$ cat src/rtl/instr_mem_loader_pkg.sv
// Shared definitions for the instruction-memory loader.
// Holds the loader FSM state encoding and the width of the word-count
// field that opens every load session.
package instr_mem_loader_pkg;

    // Width of the little-endian word count sent at the head of a session.
    localparam int LDR_LEN_W = 16;

    // Loader FSM states, 3-bit encoding.
    typedef enum logic [2:0] {
        LDR_IDLE   = 3'd0,
        LDR_LEN_LO = 3'd1,
        LDR_LEN_HI = 3'd2,
        LDR_DATA   = 3'd3,
        LDR_WRITE  = 3'd4,
        LDR_DONE   = 3'd5,
        LDR_ERR    = 3'd6
    } ldr_state_t;

endpackage

$ cat src/rtl/instr_mem_loader_byte_packer.sv
// Little-endian byte-to-word assembler for the instruction-memory loader.
// Each loaded byte lands in the next byte lane of the word, lowest lane first.
// Ports:
//   clk, rst_n - clock and asynchronous active-low reset
//   clear      - restart assembly at byte lane 0 (word contents are kept)
//   load       - store byte_in into the current lane and advance the lane
//   byte_in    - incoming stream byte
//   word       - assembled 32-bit word (registered)
//   full       - three lanes are filled; the next load completes the word
module instr_mem_loader_byte_packer
    import instr_mem_loader_pkg::*;
(
    input  logic        clk,
    input  logic        rst_n,
    input  logic        clear,
    input  logic        load,
    input  logic [7:0]  byte_in,
    output logic [31:0] word,
    output logic        full
);

    logic [1:0] byte_idx;

    // The lane index wraps naturally after the fourth byte, so consecutive
    // words need no explicit clear between them.
    always_ff @(posedge clk or negedge rst_n) begin
        if (!rst_n) begin
            word     <= 32'h0;
            byte_idx <= 2'd0;
        end else if (clear) begin
            byte_idx <= 2'd0;
        end else if (load) begin
            word[{byte_idx, 3'b000} +: 8] <= byte_in;
            byte_idx                      <= byte_idx + 2'd1;
        end
    end

    assign full = (byte_idx == 2'd3);

endmodule

$ cat src/rtl/instr_mem_loader.sv
// Instruction-memory loader: receives a byte stream over valid/ready,
// assembles little-endian 32-bit words and writes them sequentially into
// the instruction memory while holding the CPU in reset.
// A session is a 16-bit little-endian word count N followed by N*4 bytes.
// Ports:
//   clk, rst_n          - clock and asynchronous active-low reset
//   start               - pulse that opens a load session (ignored while busy)
//   in_data, in_valid   - stream byte and its valid flag
//   in_ready            - a byte is accepted when in_valid && in_ready
//   mem_we, mem_addr,
//   mem_wdata           - instruction-memory write port
//   cpu_rst             - active-high CPU reset, released after a good load
//   busy                - session in progress
//   done, err           - level status of the last session
module instr_mem_loader
    import instr_mem_loader_pkg::*;
#(
    parameter int ADDR_W = 6
) (
    input  logic              clk,
    input  logic              rst_n,
    input  logic              start,
    input  logic [7:0]        in_data,
    input  logic              in_valid,
    output logic              in_ready,
    output logic              mem_we,
    output logic [ADDR_W-1:0] mem_addr,
    output logic [31:0]       mem_wdata,
    output logic              cpu_rst,
    output logic              busy,
    output logic              done,
    output logic              err
);

    localparam int DEPTH = 2 ** ADDR_W;
    // One extra bit so a full-depth load can count to DEPTH without wrapping.
    localparam int IDX_W = ADDR_W + 1;
    localparam logic [LDR_LEN_W:0] DEPTH_CMP = (LDR_LEN_W + 1)'(DEPTH);

    ldr_state_t           state, state_d;
    logic [LDR_LEN_W-1:0] len, len_d, len_full;
    logic [IDX_W-1:0]     word_idx, word_idx_d, idx_inc;
    logic [ADDR_W-1:0]    mem_addr_d;
    logic                 cpu_rst_d, done_d, err_d;
    logic                 accept, pk_clear, pk_load, pk_full;

    assign accept   = in_valid && in_ready;
    assign len_full = {in_data, len[7:0]};
    assign idx_inc  = word_idx + IDX_W'(1);

    instr_mem_loader_byte_packer u_packer (
        .clk     (clk),
        .rst_n   (rst_n),
        .clear   (pk_clear),
        .load    (pk_load),
        .byte_in (in_data),
        .word    (mem_wdata),
        .full    (pk_full)
    );

    // State, session registers and outputs. Handshake and status outputs
    // are decoded from the next state so they are registered and line up
    // with the state they describe.
    always_ff @(posedge clk or negedge rst_n) begin
        if (!rst_n) begin
            state    <= LDR_IDLE;
            len      <= '0;
            word_idx <= '0;
            in_ready <= 1'b0;
            mem_we   <= 1'b0;
            mem_addr <= '0;
            cpu_rst  <= 1'b1;
            busy     <= 1'b0;
            done     <= 1'b0;
            err      <= 1'b0;
        end else begin
            state    <= state_d;
            len      <= len_d;
            word_idx <= word_idx_d;
            mem_addr <= mem_addr_d;
            cpu_rst  <= cpu_rst_d;
            done     <= done_d;
            err      <= err_d;
            in_ready <= (state_d == LDR_LEN_LO) || (state_d == LDR_LEN_HI) ||
                        (state_d == LDR_DATA);
            busy     <= (state_d == LDR_LEN_LO) || (state_d == LDR_LEN_HI) ||
                        (state_d == LDR_DATA)   || (state_d == LDR_WRITE);
            mem_we   <= (state_d == LDR_WRITE);
        end
    end

    // Next-state logic. A new session may only be opened from an idle,
    // done or error state, which is what makes start ignored while busy.
    always_comb begin
        state_d    = state;
        len_d      = len;
        word_idx_d = word_idx;
        mem_addr_d = mem_addr;
        cpu_rst_d  = cpu_rst;
        done_d     = done;
        err_d      = err;
        pk_clear   = 1'b0;
        pk_load    = 1'b0;

        case (state)
            LDR_IDLE, LDR_DONE, LDR_ERR: begin
                if (start) begin
                    state_d    = LDR_LEN_LO;
                    cpu_rst_d  = 1'b1;
                    done_d     = 1'b0;
                    err_d      = 1'b0;
                    word_idx_d = '0;
                end
            end
            LDR_LEN_LO: begin
                if (accept) begin
                    len_d[7:0] = in_data;
                    state_d    = LDR_LEN_HI;
                end
            end
            LDR_LEN_HI: begin
                if (accept) begin
                    len_d = len_full;
                    if (len_full == '0) begin
                        state_d   = LDR_DONE;
                        done_d    = 1'b1;
                        cpu_rst_d = 1'b0;
                    end else if ({1'b0, len_full} > DEPTH_CMP) begin
                        state_d = LDR_ERR;
                        err_d   = 1'b1;
                    end else begin
                        state_d  = LDR_DATA;
                        pk_clear = 1'b1;
                    end
                end
            end
            LDR_DATA: begin
                if (accept) begin
                    pk_load = 1'b1;
                    if (pk_full) begin
                        state_d    = LDR_WRITE;
                        mem_addr_d = word_idx[ADDR_W-1:0];
                    end
                end
            end
            LDR_WRITE: begin
                word_idx_d = idx_inc;
                if (LDR_LEN_W'(idx_inc) == len) begin
                    state_d   = LDR_DONE;
                    done_d    = 1'b1;
                    cpu_rst_d = 1'b0;
                end else begin
                    state_d = LDR_DATA;
                end
            end
            default: state_d = LDR_IDLE;
        endcase
    end

endmodule

$ cat config.mk
export PLATFORM = sky130hd
export DESIGN_NAME = instr_mem_loader
export DESIGN_NICKNAME = d
export VERILOG_FILES = /design/src/rtl/instr_mem_loader_pkg.sv /design/src/rtl/instr_mem_loader_byte_packer.sv /design/src/rtl/instr_mem_loader.sv
export SDC_FILE = /design/constraint.sdc
export NUM_CORES = 1
export LEC_CHECK = 0
export ABC_CLOCK_PERIOD_IN_PS = 3200
export CORE_MARGIN = 2
export CORE_UTILIZATION = 50
export DETAILED_ROUTE_END_ITERATION = 6
export PLACE_DENSITY = 0.75
export SYNTH_ARGS = -nofsm -noshare
export SYNTH_HDL_FRONTEND = slang
export SYNTH_HIERARCHICAL = 1
export SYNTH_SLANG_ARGS = --single-unit
$ cat constraint.sdc
create_clock -name clk -period 3.2 [get_ports clk]
set_input_delay 0.32 -clock clk [delete_from_list [all_inputs] [get_ports clk]]
set_output_delay 0.32 -clock clk [all_outputs]
set_load 0.005 [all_outputs]
==> results.py, run 1 <==
metrics = {
    "clock_tree": {
        "cts-buffers-inserted": 9,
        "clkLatencyLatePin_ns": 0.34,
        "h_tree_level_count": 3,
        "clock_tree.buffer_depth": 2,
        "cts_tree": "yes",
        "clkSlewWorstSetupHoldPaths_ns": 0.08,
        "cts_root_buf": "sky130_fd_sc_hd__clkbuf_8",
        "clock_sink_total": 72,
        "quantity_of_hold_fixing_buffers_added_after_cts": 0,
    },
    "layout": {
        "layout.cells.most_common_list": "71 x sky130_fd_sc_hd__dfrtp_1, 54 x sky130_fd_sc_hd__clkdlybuf4s50_1, 34 x sky130_fd_sc_hd__nand2_1",
        "final_core_util": 0.632,
        "share_of_layout_cells_above_drive_strength_1": 0.169,
        "insertedDiodeCount": 0,
        "multi_input_comb_area_mm2": 0.00163,
        "num-fill-cells": 577,
        "mostFrequentLayoutCell": "sky130_fd_sc_hd__dfrtp_1",
        "fin_nets": 416,
        "area.sequential_mm2": 0.00180,
        "syn2layout_area_growth_pct": 23.8,
    },
    "synth": {
        "synth.top_cell.area_share": 0.485,
        "ys_dominant_reg_cell": "sky130_fd_sc_hd__dfrtp_1",
        "ys_top_cells_by_area": "sky130_fd_sc_hd__dfrtp_1 48%, sky130_fd_sc_hd__mux2_2 6.5%, sky130_fd_sc_hd__o32ai_1 3.8%, sky130_fd_sc_hd__o32ai_2 3.6%, sky130_fd_sc_hd__nand2_1 3.5%",
        "synthesis.yosys.warnings": 6,
        "yosysUniqueCellTypes": 55,
        "synth_seq_area_share": 0.492,
        "post_synth.cell_area_avg_um2": 10.8,
        "postSynthCellCount": 340,
        "synth_fp_nets": 359,
        "synth_area_leader_cell": "sky130_fd_sc_hd__dfrtp_1",
        "async_reset_ff_frac": 1.00,
        "ys_seq_elements": 72,
        "post_synth_instance_area_mm2": 0.00366,
        "synth_edf_count": 0,
    },
    "grt": {
        "first_global_vias": 2758,
        "aggregate_global_route_resource_usage": 0.223,
        "grt_start_max_net_pins": 44,
        "grt_first_pass_wirelength_um": 13600,
        "antenna_found_initial": 0,
        "grt_overflow_total": 0,
    },
    "floorplan": {
        "core_region_area_mm2": 0.00718,
        "die_area_mm2": 0.00803,
        "die_y_um": 89.6,
        "io_pins": 56,
        "initial_utilization": 0.511,
        "num_rows": 31,
        "dieWidth_um": 89.6,
    },
    "worst_setup_path": {
        "ff2ff_setup_slack_ns": 0.43,
        "setup.worst_path.end": "u_packer/word[31]",
        "cp_cell_sequence": "or4_1 -> or4_1 -> and4_1 -> nor4bb_2 -> a32o_1",
        "worstReg2RegEnd": "u_packer/word[31]",
        "type_of_element_capturing_the_critical_path": "flip-flop",
        "start_kind": "flip-flop",
        "library_cell_appearing_most_often_on_the_critical_path": "sky130_fd_sc_hd__or4_1",
        "crit_type": "reg -> reg",
        "slowest_stage": "sky130_fd_sc_hd__nor4bb_2",
        "crit_path_start": "len[0]",
        "reg2regPathDepth": 5,
        "cpPeakStageDelay_ns": 0.71,
        "worstReg2RegStart": "len[0]",
        "worstPathArrival_ns": 3.05,
        "critical_path_required_ns": 3.48,
        "critical_path_peak_fanout": 9,
    },
    "route": {
        "wl_per_cell_um": 17.2,
        "first_pass_iters": 4,
        "ant_nets": 0,
        "drt_iter0_drc": 117,
        "vias_per_cell": 5.68,
        "post_route_drc_violation_count": 0,
        "vias": 2844,
        "drt_wl_total_um": 8610,
    },
    "worst_hold_path": {
        "hold_crit_class": "in -> async",
    },
    "sta": {
        "grt_setup_unrepaired": "false",
        "timing_worst_slew_pin_value_ns": 0.971,
        "clock-skew-final_ns": 0.00856,
        "setup_tns_ns": 0,
        "fmaxAchievable_mhz": 361,
        "final_hold_vio_count": 0,
        "report.final.slew_viol_count": 0,
        "final-setup-viol-count": 0,
        "timing.final.crit_period_ns": 2.77,
        "final_min_period_over_clock_period": 0.865,
        "slew-limit-headroom": 0.352,
    },
    "place": {
        "finalWeightedCongestion": 0.805,
        "port-buffer-count": 55,
        "post-dp-hpwl_um": 5990,
    },
    "pwr": {
        "power.sequential.fraction": 0.397,
        "p_sw_frac": 0.361,
        "p_int_w": 0.00249,
        "switchingPower_w": 0.00141,
        "share_comb_of_total_power": 0.417,
        "power_frac_clock": 0.186,
        "cellPowerDensity_mw_per_mm2": 859,
        "irDropWorstVdd_mv": 0.518,
        "cellLeakagePower_nw": 1.93,
    },
    "flow_run": {
        "max_cap_viol_count": 0,
    },
    "status": {
        "status": "finished, final reports clean",
    },
}
[final cells by class]
class	instances	area share
Sequential cell	72	0.397
Multi-Input combinational cell	212	0.360
Timing Repair Buffer	70	0.145
Inverter	32	0.0265
Clock inverter	5	0.0124
Tap cell	99	0.0273
Clock buffer	11	0.0312
[per-stage QoR]
step                      total power (W)  setup WS (ns)  instances  area, µm²  hold WS [ns]
after floorplan                   0.00250          0.758        340       3660        0.0244
after global placement            0.00313          0.253        485       4330         0.450
after detailed placement          0.00317          0.155        485       4330         0.459
after CTS                         0.00391          0.131        501       4530         0.152
after global routing              0.00417          0.328        501       4540         0.200
final                             0.00390          0.431        501       4540         0.128
[power groups by stage]
stage	sequential (W)	clock [W]	combinational [W]
after floorplan	0.00148	0	0.00102
after global placement	0.00155	0	0.00157
after detailed placement	0.00156	0	0.00161
after CTS	0.00155	0.000739	0.00162
after global routing	0.00159	0.000780	0.00179
final	0.00155	0.000723	0.00163
[cell families after synthesis]
logic type / count (synthesis) / share of synthesized area
xor+xnor: 11 / 0.0263
mux: 23 / 0.0704
compound gates: 73 / 0.169
fa+ha+maj: 7 / 0.0239
buf+inv: 56 / 0.0635
simple gates: 98 / 0.155
flops: 72 / 0.492
[how the worst min path moves through the flow]
stage               cells past startpoint      end     from
global route                            1     done    rst_n
global placement                        2  cpu_rst  cpu_rst
floorplan                               0     busy    rst_n
detailed placement                      2  cpu_rst  cpu_rst
finish                                  1     done    rst_n
CTS                                     1     done    rst_n
[per-layer routing]
metal  GRT usage  vias up  part of all wire
li1            -     1335                 -
met1       0.306     1414              0.46
met2       0.352       81              0.49
met3      0.0494       14             0.042
met4      0.0746        0             0.014
met5           0        -                 0
[registers in the layout, indices dropped and copies added (netlist names)]
register and count:
cpu_rst 1, u_packer/word 32, done 1, mem_addr 6, u_packer/byte_idx 2, busy 1
state 3, in_ready 1, len 16, err 1, word_idx 7, mem_we 1
[what timing repair did]
item,CTS,global route
endpoints found under the setup margin,0,7
setup buffers,0,0
gates resized for setup,0,1
[synthesized netlist by cell type (3+ instances only)]
cell type and count:
sky130_fd_sc_hd__dfrtp_1 71, sky130_fd_sc_hd__nand2_1 34, sky130_fd_sc_hd__inv_1 32, sky130_fd_sc_hd__mux2_2 21
sky130_fd_sc_hd__o32ai_1 16, sky130_fd_sc_hd__clkbuf_1 14, sky130_fd_sc_hd__a21oi_1 10, sky130_fd_sc_hd__nor2_1 9
sky130_fd_sc_hd__o21ai_0 9, sky130_fd_sc_hd__o32ai_2 8, sky130_fd_sc_hd__ha_1 7, sky130_fd_sc_hd__nor2b_1 7
sky130_fd_sc_hd__xnor2_1 7, sky130_fd_sc_hd__a32o_1 6, sky130_fd_sc_hd__buf_2 6, sky130_fd_sc_hd__nand3_1 6
sky130_fd_sc_hd__nor3_1 6, sky130_fd_sc_hd__nand2b_1 5, sky130_fd_sc_hd__and2b_1 4, sky130_fd_sc_hd__or4_1 4
sky130_fd_sc_hd__xor2_1 4, sky130_fd_sc_hd__a211oi_1 3, sky130_fd_sc_hd__a22o_1 3, sky130_fd_sc_hd__a31oi_1 3
sky130_fd_sc_hd__and3_1 3, sky130_fd_sc_hd__and3b_1 3, sky130_fd_sc_hd__and4_1 3, sky130_fd_sc_hd__nor4_2 3
sky130_fd_sc_hd__o31ai_1 3
[worst max-delay path, delay by kind of cell (launching register included)]
kind,cells,cell delay [ns]
simple gates,4,2.04
flops,1,0.40
compound gates,1,0.27
Note: power is estimated with default switching activity, not from simulation.
==> run 2: changes to the inputs <==
--- a/config.mk
+++ b/config.mk
@@ -7,9 +7,8 @@
 export LEC_CHECK = 0
 export ABC_CLOCK_PERIOD_IN_PS = 3200
 export CORE_MARGIN = 2
-export CORE_UTILIZATION = 50
+export CORE_UTILIZATION = 25
 export DETAILED_ROUTE_END_ITERATION = 6
-export PLACE_DENSITY = 0.75
 export SYNTH_ARGS = -nofsm -noshare
 export SYNTH_HDL_FRONTEND = slang
 export SYNTH_HIERARCHICAL = 1
==> results.py, run 2 (same netlist as run 1, synthesis figures left out) <==
metrics = {
    "pwr": {
        "cellLeakagePower_nw": 1.97,
        "cellPowerDensity_mw_per_mm2": 883,
        "irDropWorstVdd_mv": 0.442,
    },
    "grt": {
        "gr-usage-met2": 0.199,
        "grt-busiest-layer": "met2",
        "grt_first_pass_wirelength_um": 15700,
        "global_route_met1_utilization": 0.168,
        "antenna_found_initial": 0,
        "aggregate_global_route_resource_usage": 0.124,
        "grt_util_met3": 0.0223,
        "first_global_vias": 2867,
        "grt_start_max_net_pins": 42,
        "grt_overflow_total": 0,
    },
    "worst_setup_path": {
        "critical_path_required_ns": 3.46,
        "worstPathArrival_ns": 3.05,
        "cpPeakStageDelay_ns": 0.72,
        "start_kind": "flip-flop",
        "type_of_element_capturing_the_critical_path": "flip-flop",
        "ff2ff_setup_slack_ns": 0.41,
        "critPathTopFamily": "simple AND/OR/NAND/NOR gates",
        "library_cell_appearing_most_often_on_the_critical_path": "sky130_fd_sc_hd__or4_1",
        "slowest_stage": "sky130_fd_sc_hd__nor4bb_2",
        "cp_cell_sequence": "or4_1 -> or4_1 -> and4_1 -> nor4bb_2 -> a32o_1",
        "cp_num_buf_inv": 0,
        "critical_path_peak_fanout": 9,
        "crit_type": "reg -> reg",
    },
    "layout": {
        "insertedDiodeCount": 0,
        "layout.cells.most_common_list": "71 x sky130_fd_sc_hd__dfrtp_1, 54 x sky130_fd_sc_hd__clkdlybuf4s50_1, 34 x sky130_fd_sc_hd__nand2_1",
        "share_of_layout_cells_above_drive_strength_1": 0.172,
        "largest_reg_by_ff_count": "u_packer/word",
        "layout_top_registers": "u_packer/word: 32 flops, len: 16 flops, word_idx: 7 flops",
        "area.sequential_mm2": 0.00180,
        "mostFrequentLayoutCell": "sky130_fd_sc_hd__dfrtp_1",
        "num-fill-cells": 1491,
        "syn2layout_area_growth_pct": 29.4,
        "largest_register_ffs": 32,
        "multi_input_comb_area_mm2": 0.00163,
        "fin_nets": 416,
    },
    "sta": {
        "fmaxAchievable_mhz": 358,
        "hold_slack_ns": 0.129,
        "timing.final.crit_period_ns": 2.79,
        "final_min_period_over_clock_period": 0.873,
        "final-setup-viol-count": 0,
        "timing_worst_slew_pin_value_ns": 0.909,
        "final_hold_vio_count": 0,
        "report.final.slew_viol_count": 0,
        "clock-skew-final_ns": 0.00970,
        "grt_setup_unrepaired": "false",
        "setup_tns_ns": 0,
        "slew-limit-headroom": 0.394,
    },
    "floorplan": {
        "dieWidth_um": 125,
        "die_area_mm2": 0.0156,
        "core_region_area_mm2": 0.0144,
        "num_rows": 44,
        "die_y_um": 125,
        "io_pins": 56,
        "initial_utilization": 0.254,
    },
    "clock_tree": {
        "clock_tree.buffer_depth": 2,
        "cts_tree": "yes",
        "postCtsSetupRepairBufs": 0,
        "clkLatencyLatePin_ns": 0.33,
        "clock_sink_total": 72,
        "cts-buffers-inserted": 9,
        "h_tree_level_count": 3,
        "clkSlewWorstSetupHoldPaths_ns": 0.06,
        "cts_root_buf": "sky130_fd_sc_hd__clkbuf_16",
    },
    "status": {
        "status": "finished, final reports clean",
    },
    "place": {
        "port-buffer-count": 55,
        "finalWeightedCongestion": 0.812,
        "post-dp-hpwl_um": 6680,
    },
    "route": {
        "post_route_drc_violation_count": 0,
        "ant_nets": 0,
        "wl_per_cell_um": 16.1,
        "vias_per_cell": 4.81,
        "vias": 2818,
        "first_pass_iters": 4,
        "drt_iter0_drc": 144,
        "drt_wl_total_um": 9450,
    },
    "worst_hold_path": {
        "hold_crit_class": "in -> async",
    },
    "flow_run": {
        "max_cap_viol_count": 0,
    },
}
-- run 2: final timing paths --
path | cells past startpoint | endpoint | start
max reg2reg | 5 | u_packer/word[31] | len[0]
min | 1 | u_packer/word[8] | rst_n
min reg2reg | 2 | cpu_rst | cpu_rst
min in group clk | 2 | cpu_rst | cpu_rst
max | 5 | u_packer/word[31] | len[0]
max in group asynchronous | 2 | u_packer/word[16] | rst_n
-- run 2: layout make-up --
type / count / area share
clock buffers: 9 / 0.0475
multi-input cells: 212 / 0.345
well taps: 184 / 0.0486
flip-flops and latches: 72 / 0.380
repair buffers: 70 / 0.139
clock inverters: 7 / 0.0148
inverters: 32 / 0.0253
-- run 2: metal layers --
| layer | routed length, µm | vias up |
|---|---|---|
| met2 | 4460 | 82 |
| li1 | - | 1343 |
| met5 | 0 | - |
| met3 | 491 | 8 |
| met1 | 4380 | 1385 |
| met4 | 110 | 0 |
-- run 2: worst register-to-register path: cells and delay by family, from the launching register on --
kind / cells / cell delay, ns
flops: 1 / 0.39
compound gates: 1 / 0.28
simple gates: 4 / 2.05
-- run 2: metrics by stage --
| step | util | worst slack [ns] | instance area (µm²) | instances | power [W] |
|---|---|---|---|---|---|
| final | 0.329 | 0.406 | 4740 | 586 | 0.00418 |
| after global routing | 0.329 | 0.253 | 4740 | 586 | 0.00449 |
| after CTS | 0.328 | 0.0715 | 4730 | 586 | 0.00423 |
| after detailed placement | 0.308 | 0.0924 | 4440 | 570 | 0.00320 |
| after global placement | 0.308 | 0.206 | 4440 | 570 | 0.00316 |
| after floorplan | - | 0.758 | 3660 | 340 | 0.00250 |
-- run 2: repair_timing --
action / in CTS / in global routing
endpoints found under the setup margin: 0 / 8
hold buffers: 0 / 0
gates resized for setup: 0 / 1
-- run 2: power by group --
| part | switching, W | internal (W) |
|---|---|---|
| registers | 0.000290 | 0.00126 |
| clock network | 0.000386 | 0.000603 |
| logic | 0.000795 | 0.000854 |
| total | 0.00147 | 0.00271 |
==> run 3: changes to the inputs <==
--- a/config.mk
+++ b/config.mk
@@ -9,7 +9,7 @@
 export CORE_MARGIN = 2
 export CORE_UTILIZATION = 25
 export DETAILED_ROUTE_END_ITERATION = 6
+export SKIP_CTS_REPAIR_TIMING = 1
 export SYNTH_ARGS = -nofsm -noshare
 export SYNTH_HDL_FRONTEND = slang
-export SYNTH_HIERARCHICAL = 1
 export SYNTH_SLANG_ARGS = --single-unit
==> results.py, run 3 <==
metrics = {
    "sta": {
        "final-setup-viol-count": 0,
        "hold_slack_ns": 0.392,
        "clock-skew-final_ns": 0.00714,
        "timing_worst_slew_pin_value_ns": 0.824,
        "grt_setup_unrepaired": "false",
        "fmaxAchievable_mhz": 426,
        "slew-limit-headroom": 0.446,
        "timing.final.crit_period_ns": 2.34,
        "report.final.slew_viol_count": 0,
        "setup_tns_ns": 0,
        "final_hold_vio_count": 0,
        "final_min_period_over_clock_period": 0.733,
    },
    "floorplan": {
        "dieWidth_um": 121,
        "die_area_mm2": 0.0146,
        "initial_utilization": 0.256,
        "die_y_um": 121,
        "io_pins": 56,
        "core_region_area_mm2": 0.0133,
        "num_rows": 42,
    },
    "synth": {
        "yosysMostFrequentCell": "sky130_fd_sc_hd__nand2_1",
        "ys_seq_elements": 72,
        "ys_dominant_reg_cell": "sky130_fd_sc_hd__dfrtp_1",
        "async_reset_ff_frac": 1.00,
        "synth_area_leader_cell": "sky130_fd_sc_hd__dfrtp_1",
        "ys_top_cells_by_area": "sky130_fd_sc_hd__dfrtp_1 52%, sky130_fd_sc_hd__nand2_1 14%, sky130_fd_sc_hd__o21ai_0 6.6%, sky130_fd_sc_hd__ha_1 2.6%, sky130_fd_sc_hd__mux2_2 2.3%",
        "post_synth_instance_area_mm2": 0.00341,
        "synthesis.yosys.warnings": 0,
        "synth_seq_area_share": 0.529,
        "yosysUniqueCellTypes": 48,
        "synth_edf_count": 0,
        "synth.cells.most_frequent": "125 x sky130_fd_sc_hd__nand2_1, 71 x sky130_fd_sc_hd__dfrtp_1, 45 x sky130_fd_sc_hd__o21ai_0",
        "synth_fp_nets": 392,
        "post_synth.cell_area_avg_um2": 9.13,
        "postSynthCellCount": 373,
        "synth.top_cell.area_share": 0.522,
    },
    "clock_tree": {
        "clkLatencyLatePin_ns": 0.34,
        "clkSlewWorstSetupHoldPaths_ns": 0.06,
        "cts_root_buf": "sky130_fd_sc_hd__clkbuf_16",
        "cts_tree": "yes",
        "clock_sink_total": 72,
        "h_tree_level_count": 3,
        "cts-buffers-inserted": 9,
        "clock_tree.buffer_depth": 2,
    },
    "layout": {
        "layout_top_registers": "u_packer.word: 32 flops, len: 16 flops, word_idx: 7 flops",
        "largest_register_ffs": 32,
        "largest_reg_by_ff_count": "u_packer.word",
        "area.sequential_mm2": 0.00180,
        "final-instance-count-excl-fill": 616,
        "fin_nets": 454,
        "syn2layout_area_growth_pct": 31.6,
        "mostFrequentLayoutCell": "sky130_fd_sc_hd__nand2_1",
        "insertedDiodeCount": 0,
        "layout.cells.most_common_list": "125 x sky130_fd_sc_hd__nand2_1, 71 x sky130_fd_sc_hd__dfrtp_1, 54 x sky130_fd_sc_hd__clkdlybuf4s50_1",
        "share_of_layout_cells_above_drive_strength_1": 0.0909,
        "multi_input_comb_area_mm2": 0.00152,
        "num-fill-cells": 1339,
    },
    "place": {
        "dp_cells": 599,
        "finalWeightedCongestion": 0.837,
        "post-dp-hpwl_um": 6670,
        "port-buffer-count": 55,
    },
    "worst_hold_path": {
        "hold_crit_class": "in -> async",
    },
    "route": {
        "drt_iter0_drc": 188,
        "wl_per_cell_um": 14.4,
        "drt_wl_total_um": 8870,
        "first_pass_iters": 4,
        "vias": 2833,
        "ant_nets": 0,
        "vias_per_cell": 4.60,
        "post_route_drc_violation_count": 0,
    },
    "worst_setup_path": {
        "start_kind": "flip-flop",
        "crit_type": "reg -> reg",
        "ff2ff_setup_slack_ns": 0.86,
        "worstReg2RegEnd": "busy",
        "reg2regPathDepth": 7,
        "critical_path_peak_fanout": 9,
        "worstPathArrival_ns": 2.57,
        "type_of_element_capturing_the_critical_path": "flip-flop",
        "worstReg2RegStart": "word_idx[0]",
        "critical_path_required_ns": 3.43,
    },
    "status": {
        "status": "finished, final reports clean",
    },
    "pwr": {
        "design_power_total_w": 0.00400,
        "cellPowerDensity_mw_per_mm2": 891,
        "irDropWorstVdd_mv": 0.368,
        "cellLeakagePower_nw": 1.87,
    },
    "grt": {
        "antenna_found_initial": 0,
        "grt_start_max_net_pins": 34,
        "grt_first_pass_wirelength_um": 14800,
        "grt_overflow_total": 0,
        "first_global_vias": 2850,
        "aggregate_global_route_resource_usage": 0.132,
    },
    "flow_run": {
        "max_cap_viol_count": 0,
    },
}
## run 3: cell count changes in the layout (fill, tap and decap cells not counted), sizes merged, moves of 4 or more
| cell | change |
|---|---|
| o32ai | -24 |
| o21ai | +36 |
| buf | -8 |
| nand2 | +91 |
| mux2 | -15 |
| nor2b | -4 |
| a32o | -6 |
| or2 | +4 |
| inv | -27 |
| and2b | -4 |
## run 3: worst max path at each step
stage | slack (ns) | cells past startpoint | from | to
after floorplan | 1.19 | 6 | word_idx[0] | cpu_rst
after global placement | 0.80 | 6 | in_valid | u_packer.byte_idx[0]
after detailed placement | 0.67 | 7 | in_data[4] | busy
after CTS | 0.87 | 7 | word_idx[0] | busy
after global routing | 0.68 | 7 | word_idx[0] | cpu_rst
final | 0.86 | 7 | word_idx[0] | busy
## run 3: final cells by class
cell class / instances / area share
clock buffer: 11 / 0.0564
clock inverter: 5 / 0.0123
inverter: 7 / 0.00586
multi-input combinational: 282 / 0.339
sequential: 72 / 0.402
tap: 176 / 0.0491
timing repair buffer: 63 / 0.136
## run 3: report_power, final
group | leakage [nW] | internal [W] | switching (W)
Clock | 0.148 | 0.000643 | 0.000384
Sequential | 0.950 | 0.00123 | 0.000296
Combinational | 0.771 | 0.000725 | 0.000714
Total | 1.87 | 0.00260 | 0.00139
## run 3: metrics by stage
stage | utilization | area, µm² | worst slack, ns
2_1_floorplan | - | 3410 | 1.19
3_5_place_dp | 0.313 | 4170 | 0.668
6_report | 0.337 | 4480 | 0.855
4_1_cts | 0.336 | 4470 | 0.867
5_1_grt | 0.337 | 4480 | 0.684
3_3_place_gp | 0.313 | 4170 | 0.802
## run 3: per-layer routing
metal | vias up | track usage | part of all wire
met5 | - | 0 | 0
met4 | 0 | 0.0574 | 0.019
met3 | 11 | 0.0274 | 0.033
met2 | 60 | 0.208 | 0.48
met1 | 1366 | 0.175 | 0.47
li1 | 1396 | - | -
## run 3: worst max-delay path: stages (launching register included)
cell,delay [ns]
sky130_fd_sc_hd__dfrtp_1,0.50
sky130_fd_sc_hd__ha_1,0.26
sky130_fd_sc_hd__and2_1,0.33
sky130_fd_sc_hd__and4_1,0.25
sky130_fd_sc_hd__o22ai_1,0.18
sky130_fd_sc_hd__a2111oi_4,0.39
sky130_fd_sc_hd__a211oi_1,0.10
sky130_fd_sc_hd__or2_1,0.22
## run 3: cell families (layout without fill, tap and decap cells)
| kind of cell | after synthesis | in the layout | synth area share |
|---|---|---|---|
| buffers and inverters | 19 | 86 | 0.0250 |
| AOI/OAI and AO/OA | 72 | 72 | 0.130 |
| adders and majority gates | 7 | 7 | 0.0257 |
| DFF | 72 | 72 | 0.529 |
| and+or+nand+nor | 190 | 190 | 0.251 |
| xor gates and xnor gates | 6 | 6 | 0.0154 |
| muxes | 7 | 7 | 0.0231 |
